===== config.mk =====
export PLATFORM = sky130hd
export DESIGN_NAME = cp0_except_unit
export DESIGN_NICKNAME = d
export VERILOG_FILES = /design/src/rtl/cp0_except_unit.sv
export SDC_FILE = /design/constraint.sdc
export NUM_CORES = 1
export LEC_CHECK = 0
export CELL_PAD_IN_SITES_DETAIL_PLACEMENT = 0
export CELL_PAD_IN_SITES_GLOBAL_PLACEMENT = 1
export CORE_ASPECT_RATIO = 0.75
export CORE_MARGIN = 8
export CORE_UTILIZATION = 29
export CTS_BUF_LIST = sky130_fd_sc_hd__clkbuf_8
export CTS_CLUSTER_SIZE = 30
export DETAILED_ROUTE_END_ITERATION = 8
export PLACE_DENSITY_LB_ADDON = 0.1
export SYNTH_ARGS = -nofsm -noshare
export SYNTH_HDL_FRONTEND = slang
export SYNTH_SLANG_ARGS = --single-unit

===== constraint.sdc =====
create_clock -name clk -period 3.3 [get_ports clk]
set_input_delay 0.33 -clock clk [delete_from_list [all_inputs] [get_ports clk]]
set_output_delay 0.33 -clock clk [all_outputs]
set_load 0.01 [all_outputs]

===== src/rtl/cp0_except_unit.sv =====
// CP0 exception unit: prioritises MEM-stage exception/return flags, drives flush/redirect,
// and owns CP0 regs 8/9/11/12/13/14. Define CP0_TIMER_EN to build the Count/Compare timer.
module cp0_except_unit #(
   parameter logic [31:0] EXC_VECTOR = 32'hBFC0_0380,
   parameter logic [31:0] STATUS_RST = 32'h0040_0000
) (
   input  logic        clk,
   input  logic        rst,
   input  logic        validM,
   input  logic [31:0] pcM,
   input  logic        in_delayslotM,
   input  logic [31:0] bad_addrM,
   input  logic        adelM,
   input  logic        adesM,
   input  logic        syscallM,
   input  logic        breakM,
   input  logic        riM,
   input  logic        overflowM,
   input  logic        eretM,
   input  logic [5:0]  int_i,
   input  logic        we_i,
   input  logic [4:0]  waddr_i,
   input  logic [4:0]  raddr_i,
   input  logic [31:0] data_i,
   output logic [31:0] data_o,
   output logic        flush,
   output logic [31:0] newpc,
   output logic [4:0]  excode,
   output logic [31:0] status_o,
   output logic [31:0] cause_o,
   output logic [31:0] epc_o
);

   typedef enum logic [4:0] {
      EXC_INT  = 5'h00,
      EXC_ADEL = 5'h04,
      EXC_ADES = 5'h05,
      EXC_SYS  = 5'h08,
      EXC_BP   = 5'h09,
      EXC_RI   = 5'h0a,
      EXC_OV   = 5'h0c
   } excCode_e;

   localparam logic [31:0] STATUS_WMASK = 32'h0000_FF03;

   logic [31:0] status, cause, epc, badVAddr, count, compare;
   logic [31:0] badVAddrNext;
   logic        excTaken, eretTaken, setBadVAddr, intPending, exl, wrEn, tiNext;
   excCode_e    excCode;

   assign exl        = status[1];
   assign intPending = status[0] & ~exl & (|(cause[15:8] & status[15:8]));

   always_comb begin
      // NOTE: every signal written here gets a default first, so no path can infer a latch.
      excTaken     = 1'b0;
      eretTaken    = 1'b0;
      setBadVAddr  = 1'b0;
      badVAddrNext = bad_addrM;
      excCode      = EXC_INT;
      // Gating on rst makes flush drop the moment reset asserts, mid-cycle included.
      if (validM && !rst) begin
         if (intPending) begin
            excTaken = 1'b1;
            excCode  = EXC_INT;
         end else if (pcM[1:0] != 2'b00) begin
            excTaken     = 1'b1;
            excCode      = EXC_ADEL;
            setBadVAddr  = 1'b1;
            badVAddrNext = pcM;
         end else if (riM) begin
            excTaken = 1'b1;
            excCode  = EXC_RI;
         end else if (syscallM) begin
            excTaken = 1'b1;
            excCode  = EXC_SYS;
         end else if (breakM) begin
            excTaken = 1'b1;
            excCode  = EXC_BP;
         end else if (overflowM) begin
            excTaken = 1'b1;
            excCode  = EXC_OV;
         end else if (adelM) begin
            excTaken    = 1'b1;
            excCode     = EXC_ADEL;
            setBadVAddr = 1'b1;
         end else if (adesM) begin
            excTaken    = 1'b1;
            excCode     = EXC_ADES;
            setBadVAddr = 1'b1;
         end else if (eretM) begin
            eretTaken = 1'b1;
         end
      end
   end

   assign flush  = excTaken | eretTaken;
   assign newpc  = excTaken ? EXC_VECTOR : (eretTaken ? epc : 32'd0);
   assign excode = excTaken ? excCode : EXC_INT;
   assign wrEn   = we_i & ~excTaken;

   // NOTE: state registers use non-blocking assignments so every update sees pre-edge values.
   always_ff @(posedge clk or posedge rst) begin
      if (rst) begin
         status <= STATUS_RST;
      end else if (excTaken) begin
         status[1] <= 1'b1;
      end else if (eretTaken) begin
         status[1] <= 1'b0;
      end else if (wrEn && waddr_i == 5'd12) begin
         status <= (status & ~STATUS_WMASK) | (data_i & STATUS_WMASK);
      end
   end

`ifdef CP0_TIMER_EN
   logic tick;

   always_ff @(posedge clk or posedge rst) begin
      if (rst) begin
         tick    <= 1'b0;
         count   <= 32'd0;
         compare <= 32'd0;
      end else begin
         tick <= ~tick;
         if (wrEn && waddr_i == 5'd9) count <= data_i;
         else if (tick)               count <= count + 32'd1;
         if (wrEn && waddr_i == 5'd11) compare <= data_i;
      end
   end

   assign tiNext = (wrEn && waddr_i == 5'd11) ? 1'b0
                 : (cause[30] | ((count == compare) && (compare != 32'd0)));
`else
   assign count   = 32'd0;
   assign compare = 32'd0;
   assign tiNext  = 1'b0;
`endif

   always_ff @(posedge clk or posedge rst) begin
      if (rst) begin
         cause <= 32'd0;
      end else begin
         cause[30]    <= tiNext;
         cause[15:10] <= int_i | {cause[30], 5'b0};
         if (excTaken) begin
            if (!exl) cause[31] <= in_delayslotM;
            cause[6:2] <= excCode;
         end else if (wrEn && waddr_i == 5'd13) begin
            cause[9:8] <= data_i[9:8];
         end
      end
   end

   // A nested exception (EXL already set) keeps the original return address.
   always_ff @(posedge clk or posedge rst) begin
      if (rst) begin
         epc      <= 32'd0;
         badVAddr <= 32'd0;
      end else begin
         if (excTaken && !exl)                   epc <= in_delayslotM ? pcM - 32'd4 : pcM;
         else if (wrEn && waddr_i == 5'd14)      epc <= data_i;
         if (excTaken && setBadVAddr)            badVAddr <= badVAddrNext;
      end
   end

   always_comb begin
      case (raddr_i)
         5'd8:    data_o = badVAddr;
         5'd9:    data_o = count;
         5'd11:   data_o = compare;
         5'd12:   data_o = status;
         5'd13:   data_o = cause;
         5'd14:   data_o = epc;
         default: data_o = 32'd0;
      endcase
   end

   assign status_o = status;
   assign cause_o  = cause;
   assign epc_o    = epc;

endmodule


==> metrics.txt <==
# TYPE chip_impl_metric gauge
chip_impl_metric{name="first_pass_iters",unit=""} 7
chip_impl_metric{name="fp.dieH",unit="um"} 135
chip_impl_metric{name="cts_buffer_count",unit=""} 9
chip_impl_metric{name="global_route_met3_utilization",unit=""} 0.0619
chip_impl_metric{name="reg2reg_setup_slack",unit="ns"} 0.92
chip_impl_metric{name="finalCriticalPeriod",unit="ns"} 3.15
chip_impl_metric{name="clkPwrFrac",unit=""} 0.190
chip_impl_info{name="worst_hold_startpoint",value="int_i[0]"} 1
chip_impl_info{name="status",value="finished, final reports clean"} 1
chip_impl_metric{name="average_wire_per_standard_cell",unit="um"} 22.1
chip_impl_metric{name="routabilityCongestion",unit=""} 0.837
chip_impl_metric{name="utilization_of_the_core_after_routing",unit=""} 0.454
chip_impl_metric{name="initial_antenna_violation_count",unit=""} 1
chip_impl_metric{name="mean_instance_size_in_the_synthesized_netlist",unit="sq um"} 9.39
chip_impl_metric{name="power.static_leakage",unit="nW"} 3.27
chip_impl_metric{name="grt_first_pass_wirelength",unit="um"} 35800
chip_impl_metric{name="worst_slack",unit="ns"} 0.148
chip_impl_metric{name="power.share.sequential",unit=""} 0.450
chip_impl_metric{name="route.detailed.drc",unit=""} 0
chip_impl_metric{name="grt_util_all_layers",unit=""} 0.196
chip_impl_metric{name="die_wd",unit="um"} 175
chip_impl_info{name="cts_tree",value="built"} 1
chip_impl_info{name="synth_top_flop_cell",value="dfrtp_1"} 1
chip_impl_metric{name="area_delta_synth_final",unit="%"} 53.4
chip_impl_metric{name="first_global_vias",unit=""} 5892
chip_impl_metric{name="post_route_cells_drive_above_1_share",unit=""} 0.0953
chip_impl_metric{name="fin_hold_ws",unit="ns"} 0.388
chip_impl_metric{name="ys_async_sr_fraction",unit=""} 1.00
chip_impl_metric{name="dp_hpwl",unit="um"} 17900
chip_impl_metric{name="coreArea",unit="sq um"} 18500
chip_impl_metric{name="cts_setup_buffers",unit=""} 0
chip_impl_metric{name="port_buffers",unit=""} 247
chip_impl_metric{name="worst_hold_path.num_cells",unit=""} 1
chip_impl_metric{name="timing.critical_path.arrival",unit="ns"} 2.82
chip_impl_metric{name="filler_cell_count",unit=""} 1819
chip_impl_metric{name="p_per_area",unit="nW/um^2"} 417
chip_impl_metric{name="fin_nets",unit=""} 951
chip_impl_metric{name="final_instance_area",unit="sq um"} 8410
chip_impl_metric{name="slew-limit-headroom",unit=""} 0.485
chip_impl_metric{name="switching_power",unit="mW"} 1.21
chip_impl_info{name="crit-reg2reg-launch",value="status_o[13]$_DFFE_PP0P_"} 1
chip_impl_metric{name="power.combinational.fraction",unit=""} 0.361
chip_impl_metric{name="placed_area",unit="sq um"} 8230
chip_impl_info{name="clock_root_buffer",value="clkbuf_8"} 1
chip_impl_info{name="grt_setup_unrepaired",value="false"} 1
chip_impl_metric{name="drt-initial-drc-count",unit=""} 368
chip_impl_metric{name="power_report.internal_total",unit="mW"} 2.30
chip_impl_metric{name="avgViaCountPerCell",unit=""} 5.05
chip_impl_metric{name="cp.required",unit="ns"} 2.97
chip_impl_metric{name="final_hold_viol_count",unit=""} 0
chip_impl_info{name="grt.busiest_layer",value="met2"} 1
chip_impl_metric{name="synthDistinctLibCells",unit=""} 56
chip_impl_metric{name="yosys_warnings",unit=""} 17
chip_impl_info{name="cp_class",value="flop to output port"} 1
chip_impl_metric{name="hold_buffers",unit=""} 0
chip_impl_info{name="layout.cells.most_common_list",value="247 x clkdlybuf4s50_1, 87 x dfrtp_1, 52 x nor2_1"} 1
chip_impl_metric{name="ant_nets",unit=""} 0
chip_impl_metric{name="p_sw_frac",unit=""} 0.345
chip_impl_metric{name="grtUsageMet1",unit=""} 0.258
chip_impl_metric{name="clkSinkCount",unit=""} 87
chip_impl_info{name="crit_path_capture_type",value="output port"} 1
chip_impl_info{name="min-delay-path-class",value="primary input to flop"} 1
chip_impl_metric{name="cell_count_post_placement",unit=""} 1062
chip_impl_metric{name="ff2ff_path_depth",unit=""} 5
chip_impl_info{name="worst_r2r_endpoint",value="status_o[15]$_DFFE_PP0P_"} 1
chip_impl_metric{name="vdd_ir_drop_max",unit="mV"} 0.263
chip_impl_metric{name="cts.htree.levels",unit=""} 3
chip_impl_metric{name="synth_sequential_area_ratio",unit=""} 0.397
chip_impl_metric{name="syn_inst",unit=""} 584
chip_impl_info{name="cp-start-kind",value="flop"} 1
chip_impl_metric{name="gr-usage-met2",unit=""} 0.309
chip_impl_metric{name="max-clock-path-buffers",unit=""} 2
chip_impl_metric{name="largest_net_degree_at_the_start_of_global_routing",unit=""} 65
chip_impl_info{name="whs_endpoint",value="cause_o[10]$_DFF_PP0_"} 1
chip_impl_metric{name="netlist_area",unit="sq um"} 5480
chip_impl_metric{name="initial_core_util",unit=""} 0.296
chip_impl_metric{name="finalNonFillerCells",unit=""} 1076
chip_impl_metric{name="critical_path.max_fanout",unit=""} 12
chip_impl_metric{name="max_clock_freq",unit="GHz"} 0.317
chip_impl_metric{name="routed_wl",unit="um"} 23800
chip_impl_metric{name="route.vias.total",unit=""} 5429
chip_impl_metric{name="postSynthRegisterBits",unit=""} 87
chip_impl_metric{name="finalPower",unit="mW"} 3.50
chip_impl_metric{name="setup-tns-final",unit="ns"} 0
chip_impl_metric{name="row_count",unit=""} 43
chip_impl_metric{name="worst_setup_hold_path_clk_slew",unit="ns"} 0.09
chip_impl_metric{name="finalCritPeriodShare",unit=""} 0.955
chip_impl_metric{name="setup_viol",unit=""} 0
chip_impl_metric{name="timing_max_transition_violations_final",unit=""} 0
chip_impl_metric{name="drv_cap",unit=""} 0
chip_impl_metric{name="clock_insertion_delay_worst_skew",unit="ns"} 0.37
chip_impl_metric{name="skew",unit="ns"} 0.0106
chip_impl_metric{name="dp_slack",unit="ns"} 0.170
chip_impl_metric{name="fp.dieArea",unit="sq um"} 23600
chip_impl_metric{name="synth-edff-count",unit=""} 0
chip_impl_metric{name="grt_overflow_total",unit=""} 0
chip_impl_metric{name="worst_pin_slew",unit="ns"} 0.765
chip_impl_info{name="final_common_cell",value="clkdlybuf4s50_1"} 1
chip_impl_metric{name="antenna_cells",unit=""} 0
chip_impl_metric{name="io-pin-count",unit=""} 290
[what timing repair did]
item,CTS,global route
setup endpoints to repair,13,1
gates resized for setup,4,1
gates cloned,0,0
[state kept, by name, indices dropped and copies added, names as in the netlist]
name / flops
epc_o: 32
status_o: 10
badVAddr: 32
cause_o: 13
[kinds of logic (layout without fill, tap and decap cells)]
kind of cell	count (synthesis)	after routing	synth area share
multiplexers	46	46	0.0867
AO/OA/AOI/OAI	172	172	0.221
other	2	42	0.00137
flip-flops	87	87	0.397
XOR/XNOR	26	26	0.0415
buffers and inverters	92	297	0.0952
AND/OR/NAND/NOR	158	158	0.154
adder cells (fa/ha/maj)	1	1	0.00228
[critical path: stages (launching register included)]
cell	delay, ns
dfrtp_1	0.42
a22oi_1	0.33
a41oi_4	0.27
or3_1	0.47
and2_2	0.34
o21a_1	0.15
clkdlybuf4s50_1	0.48
[final cells by class]
type	instances	area (sq um)	share of cell area
inverter	10	40.0	0.00476
tap	247	309	0.0368
multi-input combinational	445	3020	0.360
timing repair buffer	273	2710	0.322
clock buffer	9	124	0.0147
sequential	87	2180	0.259
clock inverter	5	28.8	0.00342
[layer usage]
layer  part of all wire  up-vias
met3              0.082       17
li1                   -     2549
met2               0.45      232
met4             0.0095        2
met1               0.45     2629
met5            0.00055        -
[power by group through the flow]
| stage | Sequential, mW | Clock (mW) | Combinational [mW] |
|---|---|---|---|
| global route | 1.61 | 0.740 | 1.37 |
| detailed placement | 1.59 | 0 | 1.26 |
| floorplan | 1.59 | 0 | 0.490 |
| CTS | 1.57 | 0.691 | 1.28 |
| finish | 1.58 | 0.664 | 1.26 |
| global placement | 1.58 | 0 | 1.26 |
[cells in the mapped netlist (2+ instances only)]
cell type / number / share of area
o21ai_1: 2 / 0.0018
nand3b_1: 3 / 0.0041
mux2_2: 12 / 0.025
buf_2: 3 / 0.0027
o21ai_0: 4 / 0.0037
and2_1: 23 / 0.026
o21a_1: 12 / 0.016
clkbuf_1: 34 / 0.023
a31oi_1: 3 / 0.0034
or3b_2: 3 / 0.0048
nand2b_1: 5 / 0.0057
or4_1: 2 / 0.0027
o22ai_1: 31 / 0.035
a22o_1: 16 / 0.026
xor2_1: 11 / 0.018
nand3_1: 4 / 0.0037
a21oi_1: 34 / 0.031
nor3b_1: 2 / 0.0027
dfrtp_1: 87 / 0.40
mux2i_1: 34 / 0.062
or2_2: 2 / 0.0023
nand4b_1: 2 / 0.0032
nor4_1: 12 / 0.014
nand2_1: 20 / 0.014
a32oi_1: 2 / 0.0032
nor2_1: 56 / 0.038
xnor2_1: 15 / 0.024
a222oi_1: 5 / 0.0091
a21o_1: 5 / 0.0068
conb_1: 2 / 0.0014
or4_4: 2 / 0.0041
nor3_1: 7 / 0.0064
a22oi_1: 48 / 0.066
buf_4: 42 / 0.058
or3_1: 4 / 0.0046
inv_1: 10 / 0.0068
nand4_1: 4 / 0.0046
buf_6: 2 / 0.0041
a211oi_1: 2 / 0.0027
[worst max path at each step]
stage	start	end	slack (ns)	depth (start not counted)
after floorplan	rst	badVAddr[0]$_DFFE_PP0P_	0.72	1
after global placement	adelM	newpc[26]	0.24	7
after detailed placement	adelM	newpc[24]	0.17	7
after CTS	status_o[13]$_DFFE_PP0P_	excode[0]	0.08	5
after global routing	cause_o[13]$_DFF_PP0_	newpc[25]	0.02	6
final	status_o[13]$_DFFE_PP0P_	newpc[24]	0.15	6
Note: power is estimated with default switching activity, not from simulation.
